==> src/rtl/entrada_decimal_pkg.sv <==
// Shared definitions for the two-digit decimal entry block: FSM encoding and value limits.
package entrada_decimal_pkg;

    typedef enum logic [1:0] {
        IDLE     = 2'd0,
        WAIT_UNI = 2'd1,
        DONE     = 2'd2,
        ERR      = 2'd3
    } estado_t;

    localparam logic [6:0] MAX_VALOR  = 7'd31;
    localparam logic [3:0] MAX_DIGITO = 4'd9;

endpackage

==> src/rtl/entrada_decimal_detector_borda.sv <==
// ENTER conditioning: two-flop synchronizer, optional debounce (ENTRADA_DEBOUNCE_EN)
// and falling-edge detector producing a one-cycle press pulse.
module detector_borda #(
    parameter int DEB_CYCLES = 50000
) (
    input  logic CLOCK_50,
    input  logic RST_N,
    input  logic raw_in,
    output logic press
);

    logic       sync1_q, sync2_q;
    logic       prev_q;
    logic       arm_q, arm_d;
    logic [1:0] fill_q;
    logic       nivel;

    // Presses are armed only once a genuine released level has been synchronized,
    // so a button held through reset release never produces a press.
    always_comb begin
        arm_d = arm_q | (fill_q[1] & sync2_q);
    end

    always_ff @(posedge CLOCK_50) begin
        if (!RST_N) begin
            sync1_q <= 1'b1;
            sync2_q <= 1'b1;
            prev_q  <= 1'b1;
            arm_q   <= 1'b0;
            fill_q  <= 2'b00;
        end else begin
            sync1_q <= raw_in;
            sync2_q <= sync1_q;
            prev_q  <= nivel;
            arm_q   <= arm_d;
            fill_q  <= {fill_q[0], 1'b1};
        end
    end

`ifdef ENTRADA_DEBOUNCE_EN
    localparam int CW = (DEB_CYCLES < 1) ? 1 : $clog2(DEB_CYCLES + 1);

    logic [CW-1:0] cnt_q, cnt_d;
    logic          stable_q, stable_d;

    // Counts consecutive cycles disagreeing with the accepted level; any agreement reloads it.
    always_comb begin
        cnt_d    = '0;
        stable_d = stable_q;
        if (sync2_q != stable_q) begin
            if (cnt_q == CW'(DEB_CYCLES - 1)) begin
                stable_d = sync2_q;
            end else begin
                cnt_d = cnt_q + 1'b1;
            end
        end
    end

    always_ff @(posedge CLOCK_50) begin
        if (!RST_N) begin
            cnt_q    <= '0;
            stable_q <= 1'b1;
        end else begin
            cnt_q    <= cnt_d;
            stable_q <= stable_d;
        end
    end

    assign nivel = stable_q;
`else
    localparam int DEB_UNUSED = DEB_CYCLES;

    assign nivel = sync2_q;
`endif

    assign press = arm_q & prev_q & ~nivel;

endmodule

==> src/rtl/entrada_decimal.sv <==
// Two-digit decimal entry (tens then units) producing a 0..31 binary value.
// Optional ENTER debounce is enabled with ENTRADA_DEBOUNCE_EN.
module entrada_decimal
    import entrada_decimal_pkg::*;
#(
    parameter int DEB_CYCLES = 50000
) (
    input  logic       CLOCK_50,
    input  logic       RST_N,
    input  logic [3:0] DIG,
    input  logic       ENTER,
    input  logic       CLEAR,
    output logic [4:0] VALOR,
    output logic       VALID,
    output logic       ERRO,
    output logic [3:0] DEZ,
    output logic [3:0] UNI
);

    logic       press;
    estado_t    estado_q, estado_d;
    logic [4:0] valor_q, valor_d;
    logic [3:0] dez_q, dez_d;
    logic [3:0] uni_q, uni_d;
    logic [6:0] soma;

    detector_borda #(.DEB_CYCLES(DEB_CYCLES)) u_detector (
        .CLOCK_50 (CLOCK_50),
        .RST_N    (RST_N),
        .raw_in   (ENTER),
        .press    (press)
    );

    always_ff @(posedge CLOCK_50) begin
        if (!RST_N) begin
            estado_q <= IDLE;
            valor_q  <= '0;
            dez_q    <= '0;
            uni_q    <= '0;
        end else begin
            estado_q <= estado_d;
            valor_q  <= valor_d;
            dez_q    <= dez_d;
            uni_q    <= uni_d;
        end
    end

    always_comb begin
        estado_d = estado_q;
        valor_d  = valor_q;
        dez_d    = dez_q;
        uni_d    = uni_q;
        soma     = 7'(dez_q) * 7'd10 + 7'(DIG);
        if (CLEAR) begin
            estado_d = IDLE;
            valor_d  = '0;
            dez_d    = '0;
            uni_d    = '0;
        end else if (press) begin
            case (estado_q)
                WAIT_UNI: begin
                    if (DIG > MAX_DIGITO || soma > MAX_VALOR) begin
                        estado_d = ERR;
                    end else begin
                        valor_d  = soma[4:0];
                        uni_d    = DIG;
                        estado_d = DONE;
                    end
                end
                default: begin
                    if (DIG > MAX_DIGITO) begin
                        estado_d = ERR;
                    end else begin
                        dez_d    = DIG;
                        uni_d    = '0;
                        estado_d = WAIT_UNI;
                    end
                end
            endcase
        end
    end

    always_comb begin
        VALID = (estado_q == DONE);
        ERRO  = (estado_q == ERR);
        VALOR = valor_q;
        DEZ   = dez_q;
        UNI   = uni_q;
    end

endmodule

==> config.mk <==
export PLATFORM = sky130hd
export DESIGN_NAME = entrada_decimal
export DESIGN_NICKNAME = d
export VERILOG_FILES = /design/src/rtl/entrada_decimal_pkg.sv /design/src/rtl/entrada_decimal_detector_borda.sv /design/src/rtl/entrada_decimal.sv
export SDC_FILE = /design/constraint.sdc
export NUM_CORES = 1
export LEC_CHECK = 0
export BUFFER_PORTS_ARGS = -buffer_cell sky130_fd_sc_hd__buf_2
export CORE_AREA = 2 2 50 52
export CTS_CLUSTER_SIZE = 8
export DETAILED_ROUTE_END_ITERATION = 7
export DIE_AREA = 0 0 52 54
export PLACE_DENSITY = 0.81
export SYNTH_ARGS = -nofsm -noshare
export SYNTH_HDL_FRONTEND = slang
export SYNTH_HIERARCHICAL = 1
export SYNTH_SLANG_ARGS = --single-unit
==> constraint.sdc <==
create_clock -name CLOCK_50 -period 2.81 [get_ports CLOCK_50]
set_clock_uncertainty 0.2 [all_clocks]
set_input_delay 0.1405 -clock CLOCK_50 [delete_from_list [all_inputs] [get_ports CLOCK_50]]
set_output_delay 0.1405 -clock CLOCK_50 [all_outputs]
set_load 0.01 [all_outputs]
# Word level (Yosys, flattened, before mapping)

Index checks and enable logic that the tools add are counted.
Widths: inputs -> output; s select.

Add/sub/neg operators: 1
Multipliers: 1
Divide/modulo/power cells: 0
$lt $le $gt $ge: 2
Equality and inequality tests: 5
Shifts and indexed selects: 0
Muxes and demuxes: 7
Bitwise logic cells: 9
Reductions and logical operators: 5

Operators by type and width:

| kind                | number |
|---|---|
| $mux 4              | 3 |
| $reduce_and 3->1    | 3 |
| $add 7x4->7         | 1 |
| $gt 7x5->1 const B  | 1 |
| $mul 4x3->6 const B | 1 |
| $not 1->1           | 5 |
| $eq 2x2->1 const B  | 2 |
| $gt 4x4->1 const B  | 1 |
| $mux 2              | 2 |
| $and 1x1->1         | 3 |
| $eq 2x1->1 const B  | 1 |
| $mux 1              | 2 |
| $ne 2x1->1 const B  | 1 |
| $ne 2x2->1 const B  | 1 |
| $reduce_or 2->1     | 1 |
| $logic_or 1x1->1    | 1 |
| $or 1x1->1          | 1 |

Bits in registers: 21
Bits in latches: 0
Bits in writable memories: 0
Memory bits (read-only): 0
Input port bits: 8
Output and inout bits: 15
Word-level logic and storage cells: 40
Memories: 0

# Logic depth before layout (Yosys ltp)

Depth in word-level cells: 6
Mapped depth: 8
Mapped depth without buffers: 8

# Modules after synthesis

Netlist, hierarchy kept.

Modules (own cells, without submodules):

| module          | instances | cells an instance | area each (sq um) | sequential area each (sq um) |
|---|---|---|---|---|
| entrada_decimal | 1         | 95                | 870.8             | 300.3 |
| detector_borda  | 1         | 14                | 165.2             | 120.1 |

# Worst setup path after synthesis

Ideal clock, no wire load.

Kind: register -> register
Start point: register dez_q[3], in the netlist DEZ[3]
End point: register valor_q[2], in the netlist VALOR[2]
Setup time: 0.129 ns
Arrival time: 2.402 ns
Data required time: 2.481 ns
Path slack: 0.079 ns
Cell stages (with the launch flop): 9
Buffers on the path: 0
Period minus slack after synthesis: 2.731 ns
Cell sequence: dfxtp_1 -> ha_1 -> ha_1 -> fa_1 -> xor2_2 -> and3_2 -> or4_4 -> nand2_1 -> a211oi_1

Cells in the longest elaborated chain, start to end: 6

Ends and longest elaborated chain:

| item                              | line                  | RTL |
|---|---|---|
| from (decl)                       | entrada_decimal.sv:23 | `logic [3:0] dez_q, dez_d;` |
| from (signal assigned)            | entrada_decimal.sv:43 | `dez_q <= dez_d;` |
| $mul 4x3->6                       | entrada_decimal.sv:53 | `soma = 7'(dez_q) * 7'd10 + 7'(DIG);` |
| $add 7x4->7                       | entrada_decimal.sv:53 |  |
| $gt 7x5->1                        | entrada_decimal.sv:62 | `if (DIG > MAX_DIGITO \|\| soma > MAX_VALOR) begin` |
| $logic_or 1x1->1                  | entrada_decimal.sv:62 |  |
| $not 1->1 (no source line)        | n/a                   |  |
| $reduce_and 3->1 (no source line) | n/a                   |  |
| to (signal assigned)              | entrada_decimal.sv:42 | `valor_q <= valor_d;` |
| to (decl)                         | entrada_decimal.sv:22 | `logic [4:0] valor_q, valor_d;` |

Every way passes these cells.
A chain may end at the register's enable or synchronous reset.

# Final worst setup path

Start point: register dez_q[1], in the netlist DEZ[1]
End point: register valor_q[0], in the netlist VALOR[0]

Same word-level chain as after synthesis.

==> results.cfg <==
[status]
status = complete, no violations

[routing]
drc = 0
firstDrtPassIters = 4
via_per_inst = 5.06
vias = 870
wl_per_cell_um = 13.2
postRouteAntennaNets = 0
drtIter0Drc = 10
routed_wl_um = 2270

[floorplanning]
initial_core_util_pct = 44.7
pin_count = 23
core-area_um2 = 2320
rows = 18
fp.dieW_um = 52
die_h_um = 54
dieArea_um2 = 2810

[critical_path]
max_stage_delay_ns = 0.61
r2r_cells = 8
critical_path_class = reg -> reg
reg2reg_to = VALOR[0]
slowest_stage = or4_4
cp_max_fo = 5
r2r-start = DEZ[1]
worstSetupPathDepth = 8
crit_chain = ha_1, ha_1, fa_2, xor2_2, a21oi_1, or4_4, a21oi_4, o21bai_2
worstSetupStartpoint = DEZ[1]
path_buf_inv = 0
cp_top_family = adder cells
regToRegSetupSlack_ns = 0.12
crit_required_ns = 2.86
cp_common_cell = ha_1
crit_arrival_ns = 2.74
start_kind = flop
critPathCaptureType = flop
crit_end = VALOR[0]

[final_layout]
mostFrequentLayoutCell = buf_2
num_antenna_cells = 0
drive_gt1_share_pct = 28.9
finalNetCount = 159
area_growth_pct = 26.7
final_cell_mix = 22 x buf_2, 20 x dfxtp_1, 11 x nand3_1, 8 x nor2_1

[pwr]
ir_drop_uv = 252
powerDensity_nw_per_um2 = 372
p_leak_nw = 0.623
p_total_mw = 0.488

[sta]
tns_ns = 0
grt_setup_unrepaired = yes
min_period_ns = 2.69
hold_viol = 0
period_share_pct = 95.8
slew_headroom_pct = 52.5
fmaxAchievable_mhz = 372
tightest_slew_ns = 0.711
setup_ws_ns = 0.119
holdWs_ns = 0.0606
slew_viol_final = 0
finalSetupViolCount = 0

[clock_network]
cts_sinks = 21
clock_path_buffers = 2
cts.clk_slew.worst_paths_ns = 0.12
cts_buffers = 3
htreeDepth = 1
root_buffer = clkbuf_4
clk_latency_ns = 0.30
cts_tree = done

[synthesis]
synth_edf_count = 0
yosysSeqAreaShare_pct = 40.6
synth_fp_nets = 125
yosysUniqueCellTypes = 34
netlist_area_um2 = 1040
syn_avg_cell_area_um2 = 9.50
ys_seq_elements = 21
synth_top_cell_by_area = dfxtp_1
netlist.area_leader.share_pct = 40.6
synthTopCellsByArea = dfxtp_1 41%, ha_1 7.2%, mux2i_1 5.8%
synthCells = 109
synth_ff_type = dfxtp_1
synth_warnings = 6
async_flop_share_pct = 0

[global_routing]
grt_pass1_vias = 850
track_usage_pct = 18.4
use_met1_pct = 22.1
grt_util_met2_pct = 32.7
grt_overflow_total = 0
grt_max_degree = 13
use_met3_pct = 3.33
grt_pass1_wl_um = 3730
antenna_found_initial = 0
grt-busiest-layer = met2

[min_path]
hp-class = in -> reg

[placed_design]
gp_congestion = 0.882
numPortBuffers = 22
dp_slack_ns = 0.0291
hpwl_um = 1720

[run]
drv_cap = 0
-- power by group --
part	total [mW]	leakage, nW	internal, mW	switching, mW
Clock	0.148	0.0177	0.0531	0.0953
Sequential	0.304	0.171	0.302	0.00179
Combinational	0.0357	0.434	0.0178	0.0180
-- per-stage QoR --
stage	util [%]	instances	area, um^2
detailed placement	51.3	161	1190
finish	56.6	172	1310
floorplan	-	109	1040
CTS	55.6	172	1290
global placement	51.3	161	1190
global route	56.6	172	1310
-- cell families (layout without fill, tap and decap cells) --
group	Yosys count	in the layout	synth area share, %
xor gates and xnor gates	3	3	3.26
AOI/OAI and AO/OA	19	19	12.7
adders and majority gates	8	8	11.1
muxes	6	6	5.80
and+or+nand+nor	47	47	24.8
buffers and inverters	5	38	1.81
DFF	21	21	40.6
-- flip-flops by register name, summed over array words and instances, names as in the netlist --
name and flops:
estado_q 2, UNI 4, u_detector/sync1_q 1, u_detector/nivel 1, u_detector/prev_q 1, VALOR 5, DEZ 4, u_detector/arm_q 1
u_detector/fill_q 2
-- area by class of cell --
cell class | count | area (um^2)
sequential | 21 | 422
tap | 30 | 37.5
timing repair buffer | 31 | 195
multi-input combinational | 83 | 619
clock buffer | 3 | 22.5
clock inverter | 1 | 5.00
fill | 220 | 1010
inverter | 3 | 11.3
-- Yosys cell counts, types with 2 or more instances --
cell type	n
dfxtp_1	21
nand3_1	11
nor2_1	8
a21oi_1	7
nand2_1	7
ha_1	6
mux2i_1	6
nand2b_1	5
nor2b_1	5
o21ai_0	4
inv_1	3
fa_1	2
nor3_1	2
nor4_1	2
-- how the worst min path moves through the flow --
stage | slack, ns | startpoint | cells after the start | endpoint
floorplan | -0.03 | RST_N | 0 | u_detector/fill_q[0]
global placement | 0.12 | ENTER | 2 | u_detector/sync1_q
detailed placement | 0.12 | ENTER | 2 | u_detector/sync1_q
CTS | 0.06 | CLEAR | 4 | estado_q[0]
global route | 0.09 | CLEAR | 3 | estado_q[1]
finish | 0.06 | CLEAR | 4 | estado_q[0]
-- per-layer routing --
metal / share of wire (%) / up-vias
li1: - / 450
met1: 45 / 399
met2: 50 / 16
met3: 3.2 / 5
met4: 1.4 / 0
met5: 0 / -
-- worst register-to-register path: stages (launching register included) --
cell,delay (ns)
dfxtp_2,0.37
ha_1,0.29
ha_1,0.21
fa_2,0.36
xor2_2,0.23
a21oi_1,0.10
or4_4,0.61
a21oi_4,0.15
o21bai_2,0.12
-- timing repair --
action,in CTS,in global routing
hold buffers,7,0
endpoints found under the hold margin,12,0
buffers inserted,0,0
gates resized for setup,0,6
endpoints found under the setup margin,0,8
(Power assumes the default switching activity.)
